`src/rtl/rle_prefetch_fifo_if.sv`:
```
// Request/response bus between the RLE prefetch stage and the QSPI flash controller.
interface rle_prefetch_fifo_if #(
   parameter int DATA_WIDTH = 16,
   parameter int ADDR_BITS  = 24
);
   logic                  spi_start_read;
   logic                  spi_continue_read;
   logic                  spi_stop_read;
   logic [ADDR_BITS-1:0]  spi_addr;
   logic [DATA_WIDTH-1:0] spi_data;
   logic                  spi_busy;

   modport master (
      output spi_start_read,
      output spi_continue_read,
      output spi_stop_read,
      output spi_addr,
      input  spi_data,
      input  spi_busy
   );

   modport slave (
      input  spi_start_read,
      input  spi_continue_read,
      input  spi_stop_read,
      input  spi_addr,
      output spi_data,
      output spi_busy
   );
endinterface

```
`src/rtl/rle_prefetch_fifo.sv`:
```
// Keeps a small FWFT FIFO of RLE words topped up from flash, one request in flight at a time.
module rle_prefetch_fifo #(
   parameter int DATA_WIDTH = 16,
   parameter int DEPTH      = 4,
   parameter int ADDR_BITS  = 24
) (
   input  logic                   clk,
   input  logic                   rst,
   input  logic [ADDR_BITS-1:0]   start_addr,
   rle_prefetch_fifo_if.master    spi,
   input  logic                   read_next,
   input  logic                   stop_data,
   output logic                   data_ready,
   output logic [DATA_WIDTH-1:0]  data,
   output logic [$clog2(DEPTH):0] level
);
   localparam int AW = $clog2(DEPTH);
   localparam int LW = AW + 1;
   localparam logic [LW-1:0] FULL = LW'(DEPTH);

   typedef enum logic [2:0] {
      S_IDLE,
      S_START,
      S_WAIT1,
      S_WAIT,
      S_FILL
   } state_t;

   state_t                state;
   logic [DATA_WIDTH-1:0] mem [DEPTH];
   logic [AW-1:0]         rd_ptr;
   logic [AW-1:0]         wr_ptr;
   logic                  start_q;
   logic                  cont_q;
   logic                  stop_q;
   logic [ADDR_BITS-1:0]  addr_q;
   logic                  pending;
   logic                  flush;
   logic                  push;
   logic                  pop;
   logic [LW-1:0]         level_nxt;

   // stop_data outranks both push and pop in the same cycle
   always_comb begin
      flush     = stop_data && (state != S_IDLE);
      push      = (state == S_WAIT) && !spi.spi_busy && !stop_data;
      pop       = read_next && (level != '0) && (state != S_IDLE) && !stop_data;
      level_nxt = level + LW'(push) - LW'(pop);
   end

   always_ff @(posedge clk) begin
      if (push) mem[wr_ptr] <= spi.spi_data;
   end

   always_ff @(posedge clk) begin
      if (rst) begin
         state   <= S_IDLE;
         start_q <= 1'b0;
         cont_q  <= 1'b0;
         stop_q  <= 1'b0;
         addr_q  <= '0;
         pending <= 1'b0;
         rd_ptr  <= '0;
         wr_ptr  <= '0;
         level   <= '0;
         data    <= '0;
      end else begin
         start_q <= 1'b0;
         cont_q  <= 1'b0;
         stop_q  <= 1'b0;
         if (flush) begin
            stop_q  <= 1'b1;
            state   <= S_IDLE;
            pending <= 1'b0;
            rd_ptr  <= '0;
            wr_ptr  <= '0;
            level   <= '0;
         end else begin
            if (push) wr_ptr <= wr_ptr + 1'b1;
            if (pop)  rd_ptr <= rd_ptr + 1'b1;
            level <= level_nxt;
            // Head register: a word pushed into an otherwise empty FIFO is the new head
            if (push && (level == LW'(pop)))
               data <= spi.spi_data;
            else if (level_nxt != '0)
               data <= mem[rd_ptr + AW'(pop)];

            case (state)
               S_IDLE: begin
                  if (stop_data) begin
                     pending <= 1'b0;
                  end else if (read_next || pending) begin
                     if (!spi.spi_busy) begin
                        start_q <= 1'b1;
                        addr_q  <= start_addr;
                        pending <= 1'b0;
                        state   <= S_START;
                     end else begin
                        pending <= 1'b1;
                     end
                  end
               end
               S_START: state <= S_WAIT1;
               S_WAIT1: state <= S_WAIT;
               S_WAIT:  if (!spi.spi_busy) state <= S_FILL;
               S_FILL: begin
                  if (level_nxt < FULL) begin
                     cont_q <= 1'b1;
                     state  <= S_START;
                  end
               end
               default: state <= S_IDLE;
            endcase
         end
      end
   end

   assign spi.spi_start_read    = start_q;
   assign spi.spi_continue_read = cont_q;
   assign spi.spi_stop_read     = stop_q;
   assign spi.spi_addr          = addr_q;
   assign data_ready            = (level != '0);
endmodule

```
`src/flat_wrapper.sv`:
```
// flat-port wrapper written by rule: the top's interface ports become plain ports
module rle_prefetch_fifo_flat 
#(
   parameter int DATA_WIDTH = 16,
   parameter int DEPTH      = 4,
   parameter int ADDR_BITS  = 24
)
  (clk, rst, start_addr, read_next, stop_data, data_ready, data, level, spi_spi_start_read, spi_spi_continue_read, spi_spi_stop_read, spi_spi_addr, spi_spi_data, spi_spi_busy);
  rle_prefetch_fifo_if #(.DATA_WIDTH(DATA_WIDTH), .ADDR_BITS(ADDR_BITS)) spi_i ();
  input  logic clk;
  input  logic rst;
  input  logic [ADDR_BITS-1:0] start_addr;
  input  logic read_next;
  input  logic stop_data;
  output logic data_ready;
  output logic [DATA_WIDTH-1:0] data;
  output logic [$clog2(DEPTH):0] level;
  output wire logic [$bits(spi_i.spi_start_read)-1:0] spi_spi_start_read;
  output wire logic [$bits(spi_i.spi_continue_read)-1:0] spi_spi_continue_read;
  output wire logic [$bits(spi_i.spi_stop_read)-1:0] spi_spi_stop_read;
  output wire logic [$bits(spi_i.spi_addr)-1:0] spi_spi_addr;
  input wire logic [$bits(spi_i.spi_data)-1:0] spi_spi_data;
  input wire logic [$bits(spi_i.spi_busy)-1:0] spi_spi_busy;
  assign spi_spi_start_read = spi_i.spi_start_read;
  assign spi_spi_continue_read = spi_i.spi_continue_read;
  assign spi_spi_stop_read = spi_i.spi_stop_read;
  assign spi_spi_addr = spi_i.spi_addr;
  assign spi_i.spi_data = spi_spi_data;
  assign spi_i.spi_busy = spi_spi_busy;
  rle_prefetch_fifo #(.DATA_WIDTH(DATA_WIDTH), .DEPTH(DEPTH), .ADDR_BITS(ADDR_BITS)) u_core (.clk(clk), .rst(rst), .start_addr(start_addr), .spi(spi_i), .read_next(read_next), .stop_data(stop_data), .data_ready(data_ready), .data(data), .level(level));
endmodule
```
`config.mk`:
```
export PLATFORM = sky130hd
export DESIGN_NAME = rle_prefetch_fifo_flat
export DESIGN_NICKNAME = d
export VERILOG_FILES = /design/src/rtl/rle_prefetch_fifo_if.sv /design/src/rtl/rle_prefetch_fifo.sv /design/src/flat_wrapper.sv
export SDC_FILE = /design/constraint.sdc
export NUM_CORES = 1
export LEC_CHECK = 0
export CAP_MARGIN = 20
export CORE_ASPECT_RATIO = 0.5
export CORE_MARGIN = 4
export CORE_UTILIZATION = 50
export DETAILED_ROUTE_END_ITERATION = 7
export HOLD_SLACK_MARGIN = 0.06
export PLACE_DENSITY_LB_ADDON = 0.08
export SLEW_MARGIN = 20
export SYNTH_ARGS = -nofsm -noshare
export SYNTH_HDL_FRONTEND = slang
export SYNTH_SLANG_ARGS = --single-unit
```
`constraint.sdc`:
```
create_clock -name clk -period 8.2 [get_ports clk]
set_clock_uncertainty 0.15 [all_clocks]
set_input_delay 0.82 -clock clk [delete_from_list [all_inputs] [get_ports clk]]
set_output_delay 0.82 -clock clk [all_outputs]
set_load 0.005 [all_outputs]
```
==> impl_metrics.tcl <==
set metrics [dict create \
    grt_first_pass_wirelength_um 16700 \
    wl_per_cell_um 18.2 \
    final_net_count 490 \
    timing_worst_slew_pin_value_ns 0.963 \
    worst-path-max-fanout 17 \
    cts.repair.resized 0 \
    layout_setup_ws_ns 4.12 \
    crit_arrival_ns 4.17 \
    fmax_mhz 245 \
    cts_tree "built" \
    synth_area_leaders "edfxtp_1 41%, dfxtp_1 23%, mux4_2 7.6%" \
    dp_slack_ns 3.75 \
    syn-cell-area_sq_um 4730 \
    grt_max_degree 45 \
    post-route-drc-count 0 \
    rows 24 \
    synth_top_area_cell "edfxtp_1" \
    globalRouteTotalUtil_pct 19.5 \
    synth_edf_count 64 \
    cts_max_level 4 \
    fin_crit_ns 4.08 \
    path_class "primary input to flop" \
    hp-class "flop to flop" \
    die_w_um 146 \
    antenna_found_initial 0 \
    cts_made_buffers 17 \
    die_y_um 76.8 \
    setup_viol 0 \
    synth_sequential_area_ratio_pct 63.5 \
    relSlewSlack_pct 35.8 \
    yosys_warnings 0 \
    syn_nets 400 \
    drive_gt1_share_pct 13.1 \
    critPathRequiredTime_ns 8.29 \
    fp.coreArea_sq_um 8950 \
    dr_total_vias 3077 \
    drt_iter0_markers 101 \
    post_cts_buffers 0 \
    final_common_cell "clkdlybuf4s50_1" \
    ys_ff_latch 118 \
    path_clk_slew_ns 0.05 \
    start_kind "primary input" \
    synthArstFlopShare_pct 0 \
    fin_crit_sh_pct 49.8 \
    numPortBuffers 91 \
    insertedDiodeCount 0 \
    final_cell_mix "90 x clkdlybuf4s50_1, 64 x edfxtp_1, 54 x dfxtp_1" \
    synth_cells 347 \
    cap_violations 0 \
    clock-root-buffer "clkbuf_16" \
    hold_viol_final 0 \
    synthFlopType "edfxtp_1" \
    peakVddDrop_mv 0.141 \
    synth_cell_types 40 \
    gp_congestion 0.752 \
    ctsLongestPathBuffers 2 \
    yosysTopAreaCellShare_pct 40.7 \
    holdBufCountCts 0 \
    start_util_pct 52.8 \
    cts.sinks 118 \
    grt_pass1_vias 3155 \
    wl_um 10300 \
    final_antenna_net_count 0 \
    io_pins 92 \
    die-area_sq_um 11200 \
    hpwlAfterDp_um 6570 \
    tns_ns 0 \
    areaGrowthSynthToFinish_pct 31.5 \
    overflow 0 \
    p_leak_nw 2.03 \
    worstSetupEndpointType "flop" \
    finalMaxSlewViolations 0 \
    synth.avg_cell_area_sq_um 13.6 \
    rsz0062_at_grt "no" \
    outcome "complete, no violations" \
    avgViaCountPerCell 5.43 \
    pwr_density_cell_nw_per_um2 225 \
    drtPass1Iterations 4 \
    clkLatencyLatePin_ns 0.41 \
]
==> path summary, 6_finish.rpt <==
path,slack (ns),to,start,cells past startpoint
max,4.12,u_core.data[4],spi_spi_busy,9
min,0.30,u_core.spi.spi_addr[8],u_core.spi.spi_addr[8],2
max reg2reg,4.39,u_core.data[4],u_core.state[2],10
min reg2reg,0.30,u_core.spi.spi_addr[8],u_core.spi.spi_addr[8],2
==> cells by family (layout without fill, tap and decap cells) <==
logic type / count (synthesis) / count (layout) / synth area share (%)
AND/OR/NAND/NOR: 89 / 89 / 9.03
multiplexers: 32 / 32 / 11.0
AO/OA/AOI/OAI: 64 / 64 / 8.71
flip-flops: 118 / 118 / 63.5
XOR/XNOR: 6 / 6 / 1.72
buffers and inverters: 30 / 133 / 3.73
adder cells (fa/ha/maj): 8 / 8 / 2.28
==> final cells by class <==
cell class              count  area [sq um]
fillers                   623          2730
repair buffers             93           927
flip-flops and latches    118          3000
inverters                   8          30.0
clock inverters            11           110
clock buffers              21           450
multi-input cells         199          1550
well taps                 117           146
==> critical path, cell delays in order <==
cell and delay, ns:
clkdlybuf4s50_1 0.55, nand4bb_1 0.47, nor2_1 0.45, ha_1 0.24
fa_1 0.23, xor3_1 0.31, o211ai_4 0.25, and2_1 0.69
a211oi_1 0.16
==> cell usage after synthesis (2+ instances only) <==
library cell / n
a211oi_1: 11
a211oi_2: 6
a21oi_1: 43
and2_1: 5
buf_2: 9
buf_6: 5
clkbuf_1: 5
dfxtp_1: 54
edfxtp_1: 64
ha_1: 7
inv_1: 8
mux2i_1: 16
mux4_2: 16
nand2_1: 51
nand2b_1: 2
nor2_1: 14
nor3_1: 3
nor4_1: 2
o21ai_0: 2
or3_1: 2
xnor2_1: 2
xor2_1: 2
==> sequential cells by signal, summed over array words and instances, names as in the netlist <==
name / flops
u_core.spi.spi_start_read: 1
u_core.data: 16
u_core.rd_ptr: 2
u_core.spi.spi_addr: 24
u_core.state: 3
u_core.spi.spi_stop_read: 1
u_core.mem: 64
u_core.pending: 1
u_core.level: 3
u_core.wr_ptr: 2
u_core.spi.spi_continue_read: 1
==> metrics by stage <==
stage	instances	hold slack, ns	area (sq um)	util [%]	power (mW)
2_1_floorplan	347	0.303	4730	-	0.673
3_3_place_gp	534	0.291	5640	63.0	0.711
3_5_place_dp	534	0.296	5640	63.0	0.713
4_1_cts	566	0.303	6200	69.3	1.41
5_1_grt	567	0.320	6220	69.5	1.45
6_report	567	0.304	6220	69.5	1.40
==> routing by layer <==
layer / vias to the layer above / routed length, um / global-route usage (%)
met5: - / 0 / 0
met1: 1510 / 4840 / 25.6
met3: 12 / 604 / 6.18
met4: 0 / 139 / 7.39
met2: 99 / 4740 / 30.6
li1: 1456 / - / -
==> where the power goes <==
group	switching, mW	leakage, nW	internal, mW	total, mW
Clock	0.248	0.268	0.450	0.697
Combinational	0.0313	0.750	0.0363	0.0676
Sequential	0.00452	1.01	0.630	0.635
(Power assumes the default switching activity.)
